File: src/rtl/wordle_game_ctrl.sv
// wordle_game_ctrl: parametrised Wordle game engine.
//
// Collects a guess one key action per cycle (letter / backspace / enter),
// then scores it against a target latched at start: one cycle for greens,
// WORD_LEN cycles for yellows (one position per cycle, lowest unused target
// match wins, so duplicate letters are credited only as often as the target
// holds them), then a single REPORT cycle that pulses fb_valid.
//
// Ports:
//   Clk, reset          clock, async active-low reset
//   start, target_word  begin a new game (from IDLE/DONE), latch the answer
//   key_valid/key_char  letter entry
//   key_bksp, key_enter delete last letter, submit guess (enter > bksp > letter)
//   key_ready           high only while accepting keys
//   guess_word          guess buffer, letter 0 in the MS slice, empty slots 0
//   letter_cnt          letters in buffer
//   guess_num           completed guesses
//   fb_valid, fb_code   feedback pulse; pair per letter, 10 green / 01 yellow / 00 grey
//   enter_reject        pulse after enter on a short guess
//   busy                scoring in progress
//   win, lose, done     game outcome, valid while done
module wordle_game_ctrl #(
  parameter int unsigned WORD_LEN    = 5,
  parameter int unsigned MAX_GUESSES = 6,
  parameter int unsigned CHAR_W      = 8
) (
  input  logic                               Clk,
  input  logic                               reset,
  input  logic                               start,
  input  logic [WORD_LEN*CHAR_W-1:0]         target_word,
  input  logic                               key_valid,
  input  logic [CHAR_W-1:0]                  key_char,
  input  logic                               key_bksp,
  input  logic                               key_enter,
  output logic                               key_ready,
  output logic [WORD_LEN*CHAR_W-1:0]         guess_word,
  output logic [$clog2(WORD_LEN+1)-1:0]      letter_cnt,
  output logic [$clog2(MAX_GUESSES+1)-1:0]   guess_num,
  output logic                               fb_valid,
  output logic [2*WORD_LEN-1:0]              fb_code,
  output logic                               enter_reject,
  output logic                               busy,
  output logic                               win,
  output logic                               lose,
  output logic                               done
);

  localparam int unsigned CntW = $clog2(WORD_LEN + 1);
  localparam int unsigned IdxW = $clog2(WORD_LEN);
  localparam int unsigned GnW  = $clog2(MAX_GUESSES + 1);

  localparam logic [CntW-1:0] FullCnt = CntW'(WORD_LEN);
  localparam logic [IdxW-1:0] LastIdx = IdxW'(WORD_LEN - 1);
  localparam logic [GnW-1:0]  MaxGn   = GnW'(MAX_GUESSES);

  typedef enum logic [2:0] {StIdle, StEntry, StScoreG, StScoreY, StReport, StDone} state_e;

  state_e                state_q;
  logic [CHAR_W-1:0]     guess_q  [WORD_LEN];
  logic [CHAR_W-1:0]     target_q [WORD_LEN];
  logic [1:0]            fbw_q    [WORD_LEN];
  logic [CntW-1:0]       cnt_q;
  logic [GnW-1:0]        gn_q;
  logic [IdxW-1:0]       idx_q;
  logic [WORD_LEN-1:0]   green_q;
  logic [WORD_LEN-1:0]   used_q;
  logic [2*WORD_LEN-1:0] fb_code_q;
  logic                  fb_valid_q;
  logic                  rej_q;
  logic                  win_q;
  logic                  lose_q;

  // Yellow search for the position currently addressed by idx_q
  logic [CHAR_W-1:0]     cur_guess;
  logic                  cur_green;
  logic [WORD_LEN-1:0]   match_sel;
  logic                  yellow_hit;
  logic [1:0]            fbw_next [WORD_LEN];
  logic [2*WORD_LEN-1:0] fb_final;

  always_comb begin
    cur_guess = '0;
    cur_green = 1'b0;
    for (int i = 0; i < int'(WORD_LEN); i++) begin
      if (IdxW'(i) == idx_q) begin
        cur_guess = guess_q[i];
        cur_green = green_q[i];
      end
    end
    // Descending scan so the lowest matching unused target slot is kept
    match_sel = '0;
    for (int j = int'(WORD_LEN) - 1; j >= 0; j--) begin
      if (target_q[j] == cur_guess && !used_q[j]) begin
        match_sel    = '0;
        match_sel[j] = 1'b1;
      end
    end
    yellow_hit = !cur_green && (match_sel != '0);
    fb_final   = '0;
    for (int i = 0; i < int'(WORD_LEN); i++) begin
      fbw_next[i] = fbw_q[i];
      if (yellow_hit && IdxW'(i) == idx_q) fbw_next[i] = 2'b01;
      fb_final[(int'(WORD_LEN) - 1 - i) * 2 +: 2] = fbw_next[i];
    end
  end

  always_comb begin
    guess_word = '0;
    for (int i = 0; i < int'(WORD_LEN); i++) begin
      guess_word[(int'(WORD_LEN) - 1 - i) * int'(CHAR_W) +: CHAR_W] = guess_q[i];
    end
  end

  always_ff @(posedge Clk or negedge reset) begin
    if (!reset) begin
      state_q    <= StIdle;
      cnt_q      <= '0;
      gn_q       <= '0;
      idx_q      <= '0;
      green_q    <= '0;
      used_q     <= '0;
      fb_code_q  <= '0;
      fb_valid_q <= 1'b0;
      rej_q      <= 1'b0;
      win_q      <= 1'b0;
      lose_q     <= 1'b0;
      for (int i = 0; i < int'(WORD_LEN); i++) begin
        guess_q[i]  <= '0;
        target_q[i] <= '0;
        fbw_q[i]    <= '0;
      end
    end else begin
      fb_valid_q <= 1'b0;
      rej_q      <= 1'b0;
      unique case (state_q)
        StIdle, StDone: begin
          if (start) begin
            state_q   <= StEntry;
            cnt_q     <= '0;
            gn_q      <= '0;
            fb_code_q <= '0;
            win_q     <= 1'b0;
            lose_q    <= 1'b0;
            for (int i = 0; i < int'(WORD_LEN); i++) begin
              guess_q[i]  <= '0;
              target_q[i] <= target_word[(int'(WORD_LEN) - 1 - i) * int'(CHAR_W) +: CHAR_W];
            end
          end
        end
        StEntry: begin
          if (key_enter) begin
            if (cnt_q == FullCnt) state_q <= StScoreG;
            else                  rej_q   <= 1'b1;
          end else if (key_bksp) begin
            if (cnt_q != '0) begin
              cnt_q <= cnt_q - 1'b1;
              for (int i = 0; i < int'(WORD_LEN); i++) begin
                if (CntW'(i + 1) == cnt_q) guess_q[i] <= '0;
              end
            end
          end else if (key_valid) begin
            if (cnt_q < FullCnt) begin
              cnt_q <= cnt_q + 1'b1;
              for (int i = 0; i < int'(WORD_LEN); i++) begin
                if (CntW'(i) == cnt_q) guess_q[i] <= key_char;
              end
            end
          end
        end
        StScoreG: begin
          for (int i = 0; i < int'(WORD_LEN); i++) begin
            green_q[i] <= (guess_q[i] == target_q[i]);
            used_q[i]  <= (guess_q[i] == target_q[i]);
            fbw_q[i]   <= (guess_q[i] == target_q[i]) ? 2'b10 : 2'b00;
          end
          idx_q   <= '0;
          state_q <= StScoreY;
        end
        StScoreY: begin
          for (int i = 0; i < int'(WORD_LEN); i++) fbw_q[i] <= fbw_next[i];
          if (yellow_hit) used_q <= used_q | match_sel;
          if (idx_q == LastIdx) begin
            fb_code_q  <= fb_final;
            fb_valid_q <= 1'b1;
            if (gn_q < MaxGn) gn_q <= gn_q + 1'b1;
            state_q    <= StReport;
          end else begin
            idx_q <= idx_q + 1'b1;
          end
        end
        StReport: begin
          // guess_num already holds the new count here
          if (&green_q) begin
            win_q   <= 1'b1;
            state_q <= StDone;
          end else if (gn_q == MaxGn) begin
            lose_q  <= 1'b1;
            state_q <= StDone;
          end else begin
            cnt_q   <= '0;
            state_q <= StEntry;
            for (int i = 0; i < int'(WORD_LEN); i++) guess_q[i] <= '0;
          end
        end
        default: state_q <= StIdle;
      endcase
    end
  end

  assign key_ready    = (state_q == StEntry);
  assign busy         = (state_q == StScoreG) || (state_q == StScoreY) || (state_q == StReport);
  assign done         = (state_q == StDone);
  assign letter_cnt   = cnt_q;
  assign guess_num    = gn_q;
  assign fb_valid     = fb_valid_q;
  assign fb_code      = fb_code_q;
  assign enter_reject = rej_q;
  assign win          = win_q;
  assign lose         = lose_q;

endmodule

File: config.mk
export PLATFORM = sky130hd
export DESIGN_NAME = wordle_game_ctrl
export DESIGN_NICKNAME = d
export VERILOG_FILES = /design/src/rtl/wordle_game_ctrl.sv
export SDC_FILE = /design/constraint.sdc
export NUM_CORES = 1
export LEC_CHECK = 0
export ABC_CLOCK_PERIOD_IN_PS = 7600
export BUFFER_PORTS_ARGS = -buffer_cell sky130_fd_sc_hd__buf_4
export CORE_ASPECT_RATIO = 0.9
export CORE_MARGIN = 2
export CORE_UTILIZATION = 35
export DETAILED_ROUTE_END_ITERATION = 12
export GPL_ROUTABILITY_DRIVEN = 0
export HOLD_SLACK_MARGIN = 0.15
export SYNTH_ARGS = -nofsm -noshare
export SYNTH_HDL_FRONTEND = slang
export SYNTH_SLANG_ARGS = --single-unit
File: constraint.sdc
create_clock -name Clk -period 7.6 [get_ports Clk]
set_input_delay 0.38 -clock Clk [delete_from_list [all_inputs] [get_ports Clk]]
set_output_delay 0.38 -clock Clk [all_outputs]
set_load 0.005 [all_outputs]
==> results.md <==
Yosys:
- The register bit total from synthesis is 126.
- Counting flops with an async set or reset pin after synthesis yields a share of 1.000.
- The mean cell area of the mapped netlist is 10.42 µm².
- After synthesis the cells add up to 0.007202 mm².
- The total number of yosys warnings is 0.
- The fraction of synthesized cell area taken by the top area cell type is 0.4378.
- The number of nets handed over by synthesis was 758.
- Among all flip-flop cells after synthesis, the most frequent one is dfrtp_1.
- The gate count of the mapped netlist is 691.
- The cell type with the largest total area after synthesis is dfrtp_1.
- Ranked by total cell area, the synthesized netlist is headed by dfrtp_1, mux2_2, xor2_1.
- The fraction of the yosys area taken by sequential cells is 0.4378.
- The number of distinct library cells after synthesis is 73.
- The number of flops mapped to enable cells by yosys is 0.

Worst setup path:
- Along the worst path, the maximum fanout reaches 22.
- The worst setup path is launched from a flip-flop.
- Data on the critical path arrives at its endpoint at 4400 ps.
- The worst setup path is captured at a flip-flop.
- Data on the critical path is required at its endpoint by 7900 ps.
- The kind of critical path is reg2reg.

Global route:
- In the global route stage, overall resource usage came out at 0.1989.
- In the global route stage, met2 resource usage came out at 0.3165.
- The overflow left after global routing is 0.
- The met3 layer usage reported by global route is 0.04517.
- The number of global-route vias before repair is 5706.
- The most used routing layer is met2.
- Entering global routing, the biggest net connects 85 pins.
- The fraction of met1 tracks used by global routing is 0.2691.
- The initial antenna violation count is 0.
- The global-route wire length before repair is 33.00 mm.

Clocking:
- After clock tree synthesis, the clock-pin slew on the worst setup and hold paths is 60 ps.
- TritonCTS built the clock tree.
- The total CTS buffers is 17.
- The clock passes through at most 2 buffers.
- The number of hold buffers added after CTS was 1.
- After clock tree synthesis, the repair step resized 0 gates.
- For this design, the sink count on the clock tree is 126.
- The tree is rooted in a clkbuf_16.
- The clock reaches the later pin of the worst-skew pair after 430 ps.
- The clock tree synthesis step divided the H-tree into 4 levels.
- In this run the post-CTS setup repair buffer count came out at 0.

Placement:
- The total of buffers placed on input and output ports is 116.
- The total half-perimeter wirelength after legalization and detailed placement is 15.85 mm.
- The placed instances occupy a cell area of 0.008249 mm².

Route:
- The aggregate routed wire length is 20.96 mm.
- The number of violations reported at the end of detailed-routing iteration 0 is 425.
- For this run, design rule violations remaining after detail routing come to 0.
- Dividing the detail-routed via count by the number of cells gives 5.417.
- The per-cell routed wire length is 19.66 µm.
- The total vias in the final route is 5774.
- The post-detailed-route count of antenna-violating nets is 0.
- The first detailed-routing pass took 5 iterations.

Timing:
- The number of hold violations in the final report is 0.
- The maximum clock rate is 243.9 MHz.
- The number of endpoints failing setup at the final stage is 0.
- The minimum clock period after layout is 4100 ps.
- Adding up every negative setup slack in the final design gives 0 ps.
- Setup repair after global routing left no endpoint under its margin.
- The worst setup skew after layout is 9.560 ps.
- In the finished design, the share of the clock period the worst path needs comes to 0.5394.
- The worst pin sits at a relative slew slack of 0.2892.
- The transition time at the pin with the least slew margin is 1066 ps.
- The count of pins over their slew limit is 0.

Cells and area:
- The final layout contains 865 nets.
- The area growth from synthesis to layout is 24.04%.
- The number of diodes added for antenna fixing is 0.
- In the final layout, the share of cells above drive strength 1 is 0.3107.
- The final cell area excluding filler cells is 0.008934 mm².
- After filler insertion, the fill cell instance count of the layout stands at 1952.

Job:
- The max-capacitance violation count is 0.

Die:
- The starting utilization of the core area is 0.3581.
- The die outline area is 0.02174 mm².
- The number of rows created at floorplan is 49.
- The top-level I/O count is 117.
- The floorplan step set the die width to 155.2 µm.
- The core region is 0.02011 mm².
- The chip height is 140.1 µm.

Pwr:
- The worst-case IR drop observed on VDD is 0.0002126 V.
- Dividing total power by cell area gives a power density of 437.9 mW/mm².
- Of the total power, registers draw 0.324.
- The leakage dissipation is 4.146 nW.
- The completed layout was analyzed and its total power is 3.912 mW.
- The switching power is 1.597 mW.
- The clock network power share is 0.237.
- The share of total power dissipated in combinational logic is 0.438.
- The internal cell power is 2.315 mW.
- Of the total power, the share spent switching nets is 0.4083.

Outcome:
- The run finished with clean final reports.

Hold path:
- The tightest min-delay check is of the in2reg type.
[flip-flops by register name (all words and copies together) (netlist names), 3 cells and up]
| name | flops |
|---|---|
| fb_code | 10 |
| fbw_q | 10 |
| green_q | 5 |
| guess_num | 3 |
| guess_word | 40 |
| idx_q | 3 |
| letter_cnt | 3 |
| state_q | 3 |
| target_q | 40 |
| used_q | 5 |
[layout make-up]
| type | count | area [µm²] | area share |
|---|---|---|---|
| clock buffers | 20 | 466.7 | 0.05224 |
| clock inverters | 12 | 207.7 | 0.02325 |
| inverters | 25 | 93.84 | 0.01050 |
| multi-input cells | 508 | 3790 | 0.4242 |
| flip-flops and latches | 126 | 3153 | 0.3529 |
| well taps | 255 | 319.1 | 0.03571 |
| repair buffers | 120 | 903.4 | 0.1011 |
[layout by cell type, fill, tap and decap left out, types with 8 or more instances in the layout]
| master | count |
|---|---|
| a211oi_1 | 10 |
| ha_1 | 13 |
| and3_1 | 20 |
| nor2b_1 | 8 |
| a21oi_1 | 27 |
| xnor2_1 | 14 |
| xor2_1 | 48 |
| nand3_1 | 16 |
| clkbuf_16 | 17 |
| nor2_1 | 21 |
| nand2_1 | 60 |
| nand3b_1 | 13 |
| o21ai_0 | 32 |
| inv_1 | 25 |
| a22o_1 | 15 |
| nor3_1 | 13 |
| mux2_2 | 73 |
| buf_4 | 119 |
| nor4_1 | 11 |
| dfrtp_1 | 126 |
[per-stage QoR]
stage / cells / utilization / setup slack, ps / hold slack [ps]
finish: 1066 / 0.4443 / 3500 / 160.7
global route: 1066 / 0.4443 / 3178 / 165.1
CTS: 1066 / 0.4443 / 3554 / 154.4
detailed placement: 1033 / 0.4102 / 3575 / 413.8
global placement: 1033 / 0.4102 / 3665 / 419.4
floorplan: 691 / - / 4392 / 84.41
[logic make-up (layout without fill, tap and decap cells)]
kind of cell	after synthesis	after routing	synth area share
adder cells (fa/ha/maj)	13	13	0.02259
buffers and inverters	57	177	0.03613
AND/OR/NAND/NOR	203	203	0.1503
XOR/XNOR	62	62	0.07540
flip-flops	126	126	0.4378
AO/OA/AOI/OAI	156	156	0.1623
multiplexers	74	74	0.1155
[cell usage after synthesis (all sizes together) (3+ instances only)]
cell type	number
a211o	7
o31ai	3
mux2	73
a22oi	4
or2	4
nor2b	8
a211oi	12
clkbuf	16
nand2b	7
a2111oi	8
nand2	60
xor2	48
nand4	5
a21oi	32
a21o	6
nand3b	13
o211ai	3
and2b	3
nor3	13
and2	6
nor4	12
ha	13
dfrtp	126
and3	20
o21ai	38
xnor2	14
nor2	22
a22o	15
inv	25
o21a	3
a31o	3
or3	5
buf	16
a31oi	6
nand3	16
[layer usage]
metal	vias up	routed length, µm
met5	-	0
met4	0	532
met3	34	994
met2	183	9748
met1	2821	9681
li1	2736	-
[power groups by stage]
| stage | clock (mW) | sequential [mW] | combinational (mW) |
|---|---|---|---|
| 4_1_cts | 0.942 | 1.27 | 1.71 |
| 5_1_grt | 0.971 | 1.30 | 1.90 |
| 3_5_place_dp | 0 | 1.28 | 1.70 |
| 3_3_place_gp | 0 | 1.28 | 1.70 |
| 2_1_floorplan | 0 | 1.13 | 1.28 |
| 6_report | 0.928 | 1.27 | 1.71 |
[path summary, 6_finish.rpt]
path                       slack [ps]                    endpoint  depth (start not counted)                    from
max                              3500        fbw_q[3]$_DFFE_PN0P_                         10    idx_q[2]$_DFFE_PN0P_
min                               160    target_q[38]$_DFFE_PN0P_                          3         target_word[38]
max reg2reg                      3500        fbw_q[3]$_DFFE_PN0P_                         10    idx_q[2]$_DFFE_PN0P_
min reg2reg                       490      fb_code[3]$_DFFE_PN0P_                          2  fb_code[3]$_DFFE_PN0P_
max in group asynchronous        5640  guess_word[22]$_DFFE_PN0P_                          3                   reset
min in group asynchronous         480      enter_reject$_DFF_PN0_                          2                   reset
[worst max-delay path, cell delays in order, from the launching register on]
cell,delay [ps]
dfrtp_1,790
inv_1,200
ha_1,410
or2_1,530
a211oi_1,450
nor2_2,150
xnor2_1,150
nor4_1,530
a211oi_2,240
a311oi_4,380
o211ai_1,140
Note: power is estimated with default switching activity, not from simulation.
